`config.mk`:
```
export PLATFORM = sky130hd
export DESIGN_NAME = pll_drp_seq
export DESIGN_NICKNAME = d
export VERILOG_FILES = /design/src/rtl/pll_drp_seq.sv
export SDC_FILE = /design/constraint.sdc
export NUM_CORES = 1
export LEC_CHECK = 0
export ABC_CLOCK_PERIOD_IN_PS = 3000
export CORE_MARGIN = 4
export CORE_UTILIZATION = 50
export CTS_CLUSTER_DIAMETER = 200
export DETAILED_ROUTE_END_ITERATION = 10
export PLACE_DENSITY = 0.8
export SYNTH_ARGS = -nofsm -noshare
export SYNTH_HDL_FRONTEND = slang
export SYNTH_SLANG_ARGS = --single-unit
```
`constraint.sdc`:
```
create_clock -name clk -period 3 [get_ports clk]
set_input_delay 0.6 -clock clk [delete_from_list [all_inputs] [get_ports clk]]
set_output_delay 0.6 -clock clk [all_outputs]
set_load 0.01 [all_outputs]
```
`src/rtl/pll_drp_seq.sv`:
```
// PLL dynamic-reconfiguration sequencer: walks one ROM configuration, applying each entry as a
// DRP read-modify-write while the PLL is held in reset, then releases reset and waits for lock.
module pll_drp_seq #(
    parameter int N_REGS   = 8,
    parameter int CFG_W    = 2,
    parameter int DRP_TMO  = 64,
    parameter int LOCK_TMO = 65536,
    localparam int IDX_W   = $clog2(N_REGS)
) (
    input  logic                   clk,
    input  logic                   rst_n,
    input  logic                   req,
    input  logic [CFG_W-1:0]       cfg_sel,
    output logic                   busy,
    output logic                   done,
    output logic                   err,
    output logic [CFG_W+IDX_W-1:0] rom_addr,
    input  logic [38:0]            rom_data,
    output logic [6:0]             drp_addr,
    output logic [15:0]            drp_di,
    input  logic [15:0]            drp_do,
    output logic                   drp_den,
    output logic                   drp_dwe,
    input  logic                   drp_drdy,
    output logic                   pll_rst,
    input  logic                   pll_locked
);
    localparam int TMO_MAX     = (DRP_TMO > LOCK_TMO) ? DRP_TMO : LOCK_TMO;
    localparam int CNT_W       = $clog2(TMO_MAX + 1);
    localparam int LOCK_IGNORE = 4;

    typedef enum logic [2:0] {
        IDLE, ROM_RD, RD_REQ, RD_WAIT, WR_REQ, WR_WAIT, LOCK_WAIT
    } state_t;

    state_t             state_reg, state_next;
    logic [CFG_W-1:0]   cfg_reg, cfg_next;
    logic [IDX_W-1:0]   idx_reg, idx_next;
    logic               rom_phase_reg, rom_phase_next;
    logic [CNT_W-1:0]   cnt_reg, cnt_next;
    logic [6:0]         addr_reg, addr_next;
    logic [15:0]        keep_reg, keep_next;
    logic [15:0]        data_reg, data_next;
    logic [15:0]        di_reg, di_next;
    logic               den_reg, den_next;
    logic               dwe_reg, dwe_next;
    logic               busy_reg, busy_next;
    logic               done_reg, done_next;
    logic               err_reg, err_next;
    logic               pll_rst_reg, pll_rst_next;
    logic               lock_meta_reg, lock_sync_reg;
    logic [15:0]        merged_di;
    logic               drp_expired, lock_expired;

    // Bits selected by keep_mask survive from the read-back; data supplies the rest.
    for (genvar gi = 0; gi < 16; gi++) begin : g_merge
        assign merged_di[gi] = (drp_do[gi] & keep_reg[gi]) | data_reg[gi];
    end

    // cnt_reg counts cycles since the last den pulse, or since PLL reset release.
    assign drp_expired  = (cnt_reg == CNT_W'(DRP_TMO - 1));
    assign lock_expired = (cnt_reg == CNT_W'(LOCK_TMO - 1));

    always_comb begin
        state_next     = state_reg;
        cfg_next       = cfg_reg;
        idx_next       = idx_reg;
        rom_phase_next = rom_phase_reg;
        cnt_next       = cnt_reg;
        addr_next      = addr_reg;
        keep_next      = keep_reg;
        data_next      = data_reg;
        di_next        = di_reg;
        den_next       = 1'b0;
        dwe_next       = 1'b0;
        busy_next      = busy_reg;
        done_next      = 1'b0;
        err_next       = err_reg;
        pll_rst_next   = pll_rst_reg;
        case (state_reg)
            IDLE: begin
                if (req) begin
                    cfg_next       = cfg_sel;
                    idx_next       = '0;
                    rom_phase_next = 1'b0;
                    err_next       = 1'b0;
                    busy_next      = 1'b1;
                    pll_rst_next   = 1'b1;
                    state_next     = ROM_RD;
                end
            end
            ROM_RD: begin
                if (!rom_phase_reg) begin
                    rom_phase_next = 1'b1;
                end else begin
                    rom_phase_next = 1'b0;
                    addr_next      = rom_data[38:32];
                    keep_next      = rom_data[31:16];
                    data_next      = rom_data[15:0];
                    den_next       = 1'b1;
                    state_next     = RD_REQ;
                end
            end
            RD_REQ: begin
                cnt_next   = CNT_W'(1);
                state_next = RD_WAIT;
            end
            RD_WAIT: begin
                if (drp_drdy) begin
                    di_next    = merged_di;
                    den_next   = 1'b1;
                    dwe_next   = 1'b1;
                    state_next = WR_REQ;
                end else if (drp_expired) begin
                    err_next     = 1'b1;
                    pll_rst_next = 1'b0;
                    done_next    = 1'b1;
                    busy_next    = 1'b0;
                    state_next   = IDLE;
                end else begin
                    cnt_next = cnt_reg + CNT_W'(1);
                end
            end
            WR_REQ: begin
                cnt_next   = CNT_W'(1);
                state_next = WR_WAIT;
            end
            WR_WAIT: begin
                if (drp_drdy) begin
                    if (idx_reg == IDX_W'(N_REGS - 1)) begin
                        pll_rst_next = 1'b0;
                        cnt_next     = '0;
                        state_next   = LOCK_WAIT;
                    end else begin
                        idx_next   = idx_reg + IDX_W'(1);
                        state_next = ROM_RD;
                    end
                end else if (drp_expired) begin
                    err_next     = 1'b1;
                    pll_rst_next = 1'b0;
                    done_next    = 1'b1;
                    busy_next    = 1'b0;
                    state_next   = IDLE;
                end else begin
                    cnt_next = cnt_reg + CNT_W'(1);
                end
            end
            LOCK_WAIT: begin
                // Lock seen in the first cycles after release may be left over from before reset.
                if (cnt_reg >= CNT_W'(LOCK_IGNORE) && lock_sync_reg) begin
                    done_next  = 1'b1;
                    busy_next  = 1'b0;
                    state_next = IDLE;
                end else if (lock_expired) begin
                    err_next   = 1'b1;
                    done_next  = 1'b1;
                    busy_next  = 1'b0;
                    state_next = IDLE;
                end else begin
                    cnt_next = cnt_reg + CNT_W'(1);
                end
            end
            default: state_next = IDLE;
        endcase
    end

    always_ff @(posedge clk or negedge rst_n) begin
        if (!rst_n) begin
            state_reg     <= IDLE;
            cfg_reg       <= '0;
            idx_reg       <= '0;
            rom_phase_reg <= 1'b0;
            cnt_reg       <= '0;
            addr_reg      <= '0;
            keep_reg      <= '0;
            data_reg      <= '0;
            di_reg        <= '0;
            den_reg       <= 1'b0;
            dwe_reg       <= 1'b0;
            busy_reg      <= 1'b0;
            done_reg      <= 1'b0;
            err_reg       <= 1'b0;
            pll_rst_reg   <= 1'b0;
        end else begin
            state_reg     <= state_next;
            cfg_reg       <= cfg_next;
            idx_reg       <= idx_next;
            rom_phase_reg <= rom_phase_next;
            cnt_reg       <= cnt_next;
            addr_reg      <= addr_next;
            keep_reg      <= keep_next;
            data_reg      <= data_next;
            di_reg        <= di_next;
            den_reg       <= den_next;
            dwe_reg       <= dwe_next;
            busy_reg      <= busy_next;
            done_reg      <= done_next;
            err_reg       <= err_next;
            pll_rst_reg   <= pll_rst_next;
        end
    end

    always_ff @(posedge clk or negedge rst_n) begin
        if (!rst_n) begin
            lock_meta_reg <= 1'b0;
            lock_sync_reg <= 1'b0;
        end else begin
            lock_meta_reg <= pll_locked;
            lock_sync_reg <= lock_meta_reg;
        end
    end

    assign busy     = busy_reg;
    assign done     = done_reg;
    assign err      = err_reg;
    assign rom_addr = {cfg_reg, idx_reg};
    assign drp_addr = addr_reg;
    assign drp_di   = di_reg;
    assign drp_den  = den_reg;
    assign drp_dwe  = dwe_reg;
    assign pll_rst  = pll_rst_reg;

endmodule

```
* Word level (Yosys, flattened, before mapping) *
Cells that the tools add are included.

word-level totals
  register bits = 89
  input bits = 62
  output and inout port bits = 34
  logic and storage cells = 140

operators by class
  add/subtract/negate cells = 2
  order comparisons = 1
  equal/unequal tests = 21
  muxes and demuxes = 48
  bitwise operators = 32
  reductions and logical operators = 19

operators by type and width
  kind                                                   number
  2-to-1 mux 17 bit                                      6
  one-hot mux 17 bit (4 select lines)                    1
  2-to-1 mux 3 bit                                       11
  2-to-1 mux 1 bit                                       22
  one-hot mux 3 bit (7 select lines)                     1
  inequality test 2 bit (second input constant)          9
  adder 17 x 1 -> 17 bit (second input constant)         1
  == test 17 x 16 -> 1 bit (second input constant)       1
  == test 17 x 6 -> 1 bit (second input constant)        1
  >= comparator 17 x 3 -> 1 bit (second input constant)  1
  bitwise AND 1 bit                                      16
  bitwise OR 1 bit                                       16
  == test 3 bit (second input constant)                  4
  AND reduction 5 bit                                    2
  one-hot mux 1 bit (3 select lines)                     3
  AND reduction 2 bit                                    4
  AND reduction 4 bit                                    2
  == test 3 x 2 -> 1 bit (second input constant)         2
  inequality test 3 bit (second input constant)          2
  one-hot mux 1 bit (2 select lines)                     3
  one-hot mux 3 bit (2 select lines)                     1
  AND reduction 6 bit                                    1
  nonzero test 3 bit                                     2
  nonzero test 2 bit                                     2
  other kinds (8)                                        9

* Logic depth before layout (Yosys ltp) *
Gate-level depths: netlist (run 1).

  depth after elaboration = 4
  mapped depth = 10
  depth with buffers taken out = 9

* Worst setup path after synthesis (run 1) *
No wires, ideal clock.

  path type = register -> register
  start = reg cnt_reg[1]
  end = reg cnt_reg[12]
  library setup time = 125 ps
  arrival time = 2367 ps
  data required time = 2875 ps
  path slack = 508 ps
  stages on the path, launching flop included = 11
  path buffers = 1
  clock period less this slack = 2492 ps
  cells stage by stage = dfrtp_1 -> ha_1 -> nand3_1 -> nor3_1 -> and3_1 -> ha_1 -> nand3_1 -> o211ai_1 -> clkbuf_1 -> nor3_1 -> a2bb2oi_1

on the way
  longest elaborated chain between the ends = 4
  elaborated cells between the ends (all ways) = 14
  classes of those cells = 1 x add/sub; 1 x order compare; 4 x eq/ne; 6 x mux; 2 x reduce/logical

ends and longest elaborated chain
  item                                                                               RTL line       RTL
  start: declaration                                                                 40             logic [CNT_W-1:0] cnt_reg, cnt_next;
  start signal: assignment                                                           189            cnt_reg <= cnt_next;
  adder 17 x 1 -> 17 bit (tied with other cells)                                     121, 145, 160
  2-to-1 mux 17 bit (tied with other cells)                                          154            end else if (lock_expired) begin
  2-to-1 mux 17 bit (tied with other cells)                                          150            if (cnt_reg >= CNT_W'(LOCK_IGNORE) && lock_sync_reg) begin
  one-hot mux 17 bit (4 select lines) / AND reduction 5 bit (equally long branches)  -

Several ways; a longest one is shown, not always the timed one. The select of a mux whose other input is x is not followed.
A chain may end at the register's enable or synchronous reset.

* Worst setup path in the final report (run 1) *
  start = reg cnt_reg[1]
  end = reg cnt_reg[2]

Same word-level chain as after synthesis.

==> flow_metrics.tcl, run 1 <==
set metrics [dict create \
    async_flop_share 1.000 \
    grt_overflow 0 \
    die_h_um 99.36 \
    syn_area_per_cell_sq_um 10.54 \
    ant_nets 0 \
    ir_drop_uv 443.9 \
    grt_max_degree 47 \
    cts.sinks 89 \
    root_buffer "clkbuf_8" \
    antenna_found_initial 0 \
    synth_seq_cells 89 \
    largest_reg_flops 17 \
    criticalPathCategory "reg2reg" \
    whs_ps 234.5 \
    finalClockSkew_ps 13.72 \
    tns_ps 0 \
    core_sq_um 8175 \
    cpPeakStageDelay_ps 430 \
    sw_frac_of_total 0.3559 \
    p_leak_uw 0.002279 \
    critPathSlowestCell "dfrtp_1" \
    synth_cells 396 \
    hold_class "in2async" \
    status "finished, final reports clean" \
    synth-edff-count 0 \
    pin_count 96 \
    cts_tree "yes" \
    finalHoldViolations 0 \
    clkPwrFrac 0.173 \
    via_per_inst 5.738 \
    grt_pass1_vias 3405 \
    numCtsBuffers 9 \
    routed_wl_mm 9.526 \
    postCtsSetupRepairBufs 0 \
    p_switching_uw 1791 \
    dr.pass1.iters 4 \
    n_antenna_cell 0 \
    setup_viol 0 \
    wl_per_cell_um 16.01 \
    nNetsFinal 552 \
    yosysWarnings 0 \
    synthFlopType "dfrtp_1" \
    area_growth_pct 30.25 \
    dp_hpwl_mm 6.807 \
    gp_congestion 0.9275 \
    port_buffers 95 \
    yosysTopAreaCellShare 0.5337 \
    relSlewSlack 0.5621 \
    pwr-share-seq 0.404 \
    drc 0 \
    clock_latency_ps 360 \
    start_util 0.5104 \
    clockBufferDepth 2 \
    power.internal_uw 3240 \
    vias 3414 \
    crit_required_ps 3240 \
    rows 33 \
    worstPathArrival_ps 2760 \
    rsz0062_at_grt "no" \
    grt_pass1_wl_mm 16.03 \
    maxCapViolations 0 \
    die_w_um 99.36 \
    combPwrFrac 0.423 \
    syn_area_sq_um 4173 \
    period_share 0.8378 \
    cts_resized 0 \
    die-area_sq_um 9871 \
    fillers 629 \
    drtIter0Drc 212 \
    slew_viol_final 0 \
    clock.fmax_ghz 0.3979 \
    yosysTopAreaCell "dfrtp_1" \
    ys_types 47 \
    crit_fanout 15 \
    syn-num-nets 463 \
    startpoint_type "register" \
    synth_area_leaders "dfrtp_1 (53%), mux2_2 (11%), o21ai_0 (4.2%)" \
    ctsHtreeMaxLevel 3 \
    worstMarginPinSlew_ps 651.8 \
    cp_cell_sequence "ha_1 -> nand3_1 -> nor3_1 -> and3_1 -> ha_1 -> nand3_1 -> o211ai_1 -> buf_4 -> nor4_1 -> a221o_1" \
    path_clk_slew_ps 90 \
    cellPowerDensity_nw_per_um2 925.5 \
    drive_gt1_frac 0.1469 \
    postCtsHoldBufs 0 \
    ys_seq_area_frac 0.5337 \
    grt_util_all_layers 0.1993 \
    layout_min_cycle_time_ps 2513 \
    cp-end-kind "register" \
]
[per-stage QoR]
stage | total power (uW) | std cells | utilization | worst slack [ps] | area [sq um]
after global placement | 4093 | 579 | 0.6393 | 285.1 | 5226
after detailed placement | 4196 | 579 | 0.6393 | 189.5 | 5226
after floorplan | 3324 | 396 | - | 507.8 | 4173
final | 5030 | 595 | 0.6648 | 486.6 | 5435
after CTS | 5073 | 595 | 0.6648 | 468.0 | 5435
after global routing | 5393 | 595 | 0.6648 | 190.3 | 5435
[critical path: cells and delay by family, from the launching register on]
family	cells	cell delay [ps]
AOI/OAI and AO/OA	2	430
buffers and inverters	1	260
adders and majority gates	2	420
DFF	1	430
and+or+nand+nor	5	860
[power by group through the flow]
stage	combinational [uW]	sequential, uW	clock (uW)
finish	2130	2030	871
global route	2360	2100	930
CTS	2150	2030	890
detailed placement	2140	2050	0
global placement	2070	2030	0
floorplan	1290	2040	0
[cell families after synthesis]
family                   synth area share
AND/OR/NAND/NOR                    0.1427
AO/OA/AOI/OAI                      0.1640
flip-flops                         0.5337
multiplexers                       0.1052
buffers and inverters             0.03718
adder cells (fa/ha/maj)           0.01499
XOR/XNOR                         0.002099
[metal layers]
layer  vias to the layer above  track usage  wire (um)  share of wire
met5                         -            0          0              0
met4                         0      0.05882        146          0.015
met3                        13      0.07433        853          0.090
met2                       106       0.3244       4572           0.48
met1                      1680       0.2494       3954           0.42
li1                       1615            -          -              -
[worst paths after layout]
| kind | depth (start not counted) | from | slack (ps) | to |
|---|---|---|---|---|
| worst max-delay path | 10 | cnt_reg[1]$_DFFE_PN0P_ | 490 | cnt_reg[2]$_DFFE_PN0P_ |
| worst min-delay path | 1 | rst_n | 230 | drp_dwe$_DFF_PN0_ |
| min in group clk | 0 | lock_meta_reg$_DFF_PN0_ | 350 | lock_sync_reg$_DFF_PN0_ |
| max in group asynchronous | 2 | rst_n | 2130 | keep_reg[5]$_DFFE_PN0P_ |
| worst max register to register | 10 | cnt_reg[1]$_DFFE_PN0P_ | 490 | cnt_reg[2]$_DFFE_PN0P_ |
| worst min register to register | 0 | lock_meta_reg$_DFF_PN0_ | 350 | lock_sync_reg$_DFF_PN0_ |
[cells in the final DEF (no fill, tap or decap), drive strengths merged, types with 9 or more instances in the layout]
cell type       n
nand2          41
mux2           39
and3            9
o21ai          35
buf            10
clkdlybuf4s50  94
o31ai          14
a21oi          24
inv            14
nor2           11
clkbuf         10
nand3          20
dfrtp          89
[cell usage after synthesis, types with 2 or more instances]
master	number
nand2b_1	5
mux2_2	39
a21oi_1	24
dfrtp_1	89
o21ai_0	35
nor3_1	5
nor2_1	11
a31oi_1	4
a211oi_1	3
inv_1	11
nand4_1	4
nand3_1	20
nor4_2	2
buf_1	3
ha_1	5
o22ai_1	3
nor4_1	2
o22a_1	2
nand2_1	41
nor2b_1	8
o31ai_1	14
or2_2	3
buf_2	7
nand3b_1	3
clkbuf_1	15
o211a_1	2
and3_1	9
o41ai_1	8
[layout make-up]
| cell class | count | area [sq um] | share of cell area |
|---|---|---|---|
| Sequential cell | 89 | 2227 | 0.4098 |
| Multi-Input combinational cell | 270 | 1798 | 0.3308 |
| Timing Repair Buffer | 104 | 1028 | 0.1892 |
| Clock buffer | 10 | 137.6 | 0.02532 |
| Tap cell | 105 | 131.4 | 0.02417 |
| Clock inverter | 6 | 71.32 | 0.01312 |
| Inverter | 11 | 41.29 | 0.007597 |
Power figures use the tool's default switching activity.
==> inputs of run 2 (changes only) <==
==> config.mk (replaced) <==
export PLATFORM = sky130hd
export DESIGN_NAME = pll_drp_seq
export DESIGN_NICKNAME = d
export VERILOG_FILES = /design/src/rtl/pll_drp_seq.sv
export SDC_FILE = /design/constraint.sdc
export NUM_CORES = 1
export LEC_CHECK = 0
export ABC_CLOCK_PERIOD_IN_PS = 2290
export CORE_MARGIN = 4
export CORE_UTILIZATION = 45
export CTS_CLUSTER_DIAMETER = 200
export DETAILED_ROUTE_END_ITERATION = 10
export PLACE_DENSITY = 0.76
export SYNTH_ARGS = -nofsm -noshare
export SYNTH_HDL_FRONTEND = slang
export SYNTH_SLANG_ARGS = --single-unit
==> constraint.sdc (replaced) <==
create_clock -name clk -period 2.29 [get_ports clk]
set_input_delay 0.458 -clock clk [delete_from_list [all_inputs] [get_ports clk]]
set_output_delay 0.458 -clock clk [all_outputs]
set_load 0.01 [all_outputs]
==> run 2 against run 1 <==
  * Combinational power grew 46%
  * Via count grew 2.8%
  * Sequential power up 29%
  * Critical path depth unchanged
  * Total power rose by 40%
  * Clock skew shrank 4.8 ps
  * Core utilization decreased by 1.7 points
  * Critical path type unchanged
  * Largest cell class unchanged
==> flow_metrics.tcl, run 2 (same netlist as run 1, synthesis figures left out) <==
set metrics [dict create \
    status "finished, final reports clean" \
    ctsHtreeMaxLevel 3 \
    root_buffer "clkbuf_8" \
    startpoint_type "register" \
    die_w_um 104.3 \
    critPathSlowestCell "dfrtp_1" \
    power.total_uw 7048 \
    numCtsBuffers 9 \
    p_leak_uw 0.002449 \
    period_share 0.9556 \
    worstPathArrival_ps 2430 \
    grt_overflow 0 \
    ant_nets 0 \
    clockBufferDepth 2 \
    crit_required_ps 2530 \
    via_per_inst 5.623 \
    dp_hpwl_mm 7.198 \
    relSlewSlack 0.6020 \
    cts.sinks 89 \
    rows 34 \
    area_growth_pct 38.02 \
    wl_per_cell_um 16.42 \
    start_util 0.4693 \
    cp_common_cell "nand3_2" \
    cp-end-kind "register" \
    n_antenna_cell 0 \
    hold_class "in2async" \
    port_buffers 95 \
    multi_input_area_sq_um 1868 \
    finalClockSkew_ps 8.968 \
    setup_viol 0 \
    dr.pass1.iters 5 \
    drtIter0Drc 293 \
    core_sq_um 8891 \
    cellPowerDensity_nw_per_um2 1224 \
    layout_min_cycle_time_ps 2188 \
    finalHoldViolations 0 \
    grt_util_all_layers 0.1877 \
    regArea_sq_um 2232 \
    criticalPathCategory "reg2reg" \
    postCtsHoldBufs 0 \
    fillers 701 \
    slew_viol_final 0 \
    cpPeakStageDelay_ps 370 \
    layout_commonest_cell "clkdlybuf4s50_1" \
    maxCapViolations 0 \
    routed_wl_mm 10.25 \
    worstMarginPinSlew_ps 592.5 \
    cts_tree "yes" \
    antenna_found_initial 0 \
    drc 0 \
    clock.fmax_ghz 0.4570 \
    grt_max_degree 41 \
    drive_gt1_frac 0.2190 \
    grt_pass1_wl_mm 16.88 \
    largest_reg_flops 17 \
    cp_cell_sequence "ha_1 -> nand3_2 -> nor3_4 -> and3_4 -> ha_4 -> nand3_2 -> o211ai_1 -> buf_4 -> nor4_1 -> a221o_1" \
    die_h_um 104.3 \
    whs_ps 80.86 \
    grt_pass1_vias 3473 \
    finish.utilization 0.6478 \
    clock_latency_ps 350 \
    vias 3509 \
    gp_congestion 0.8557 \
    path_clk_slew_ps 90 \
    final_cell_mix "clkdlybuf4s50_1 (94), dfrtp_1 (85), nand2_1 (41), mux2_2 (39), buf_4 (35)" \
    die-area_sq_um 10880 \
    ir_drop_uv 580.9 \
    crit_fanout 7 \
    pin_count 96 \
    nNetsFinal 579 \
]
[run 2: worst max-delay path: cells and delay by family (launching register included)]
family	cells	cell delay (ps)
compound gates	2	440
fa+ha+maj	2	330
buf+inv	1	240
flops	1	370
simple gates	5	700
[run 2: repair_timing]
item | CTS | global route
resized for setup | 1 | 15
pin swaps | 0 | 3
buffers inserted | 0 | 5
setup endpoints to repair | 5 | 9
gates cloned | 0 | 1
[run 2: final timing paths]
path | startpoint | endpoint | slack [ps] | depth (start not counted)
max | cnt_reg[1]$_DFFE_PN0P_ | cnt_reg[2]$_DFFE_PN0P_ | 100 | 10
min | rst_n | cnt_reg[15]$_DFFE_PN0P_ | 80 | 1
max reg2reg | cnt_reg[1]$_DFFE_PN0P_ | cnt_reg[2]$_DFFE_PN0P_ | 100 | 10
min reg2reg | lock_meta_reg$_DFF_PN0_ | lock_sync_reg$_DFF_PN0_ | 360 | 0
max in group asynchronous | rst_n | cnt_reg[11]$_DFFE_PN0P_ | 1610 | 2
min in group clk | lock_meta_reg$_DFF_PN0_ | lock_sync_reg$_DFF_PN0_ | 360 | 0
[run 2: final cells by class]
class,instances,share of cell area
Clock buffer,9,0.02151
Clock inverter,6,0.01999
Inverter,11,0.007169
Multi-Input combinational cell,270,0.3244
Sequential cell,89,0.3876
Tap cell,108,0.02346
Timing Repair Buffer,131,0.2159
[run 2: metrics by stage]
stage	std cells	setup TNS, ps	worst slack (ps)	cell area, sq um
6_report	624	0	101.7	5759
3_3_place_gp	603	-223.8	-48.32	5433
2_1_floorplan	396	-38.18	-38.18	4208
5_1_grt	624	-23.48	-23.48	5759
3_5_place_dp	603	-1297	-149.3	5433
4_1_cts	618	0	53.04	5672
[run 2: report_power, final]
| group | total [uW] | internal [uW] | leakage, uW | switching [uW] |
|---|---|---|---|---|
| clock | 1310 | 729 | 0.000122 | 583 |
| combinational | 3120 | 1660 | 0.00124 | 1460 |
| sequential | 2620 | 2220 | 0.00109 | 395 |
| total | 7050 | 4610 | 0.00245 | 2440 |
[run 2: per-layer routing]
metal	global-route usage	wire length, um	vias to the layer above
li1	-	-	1665
met1	0.2453	4211	1705
met2	0.2943	5017	127
met5	0	0	-
met3	0.06580	906	12
met4	0.05603	110	0
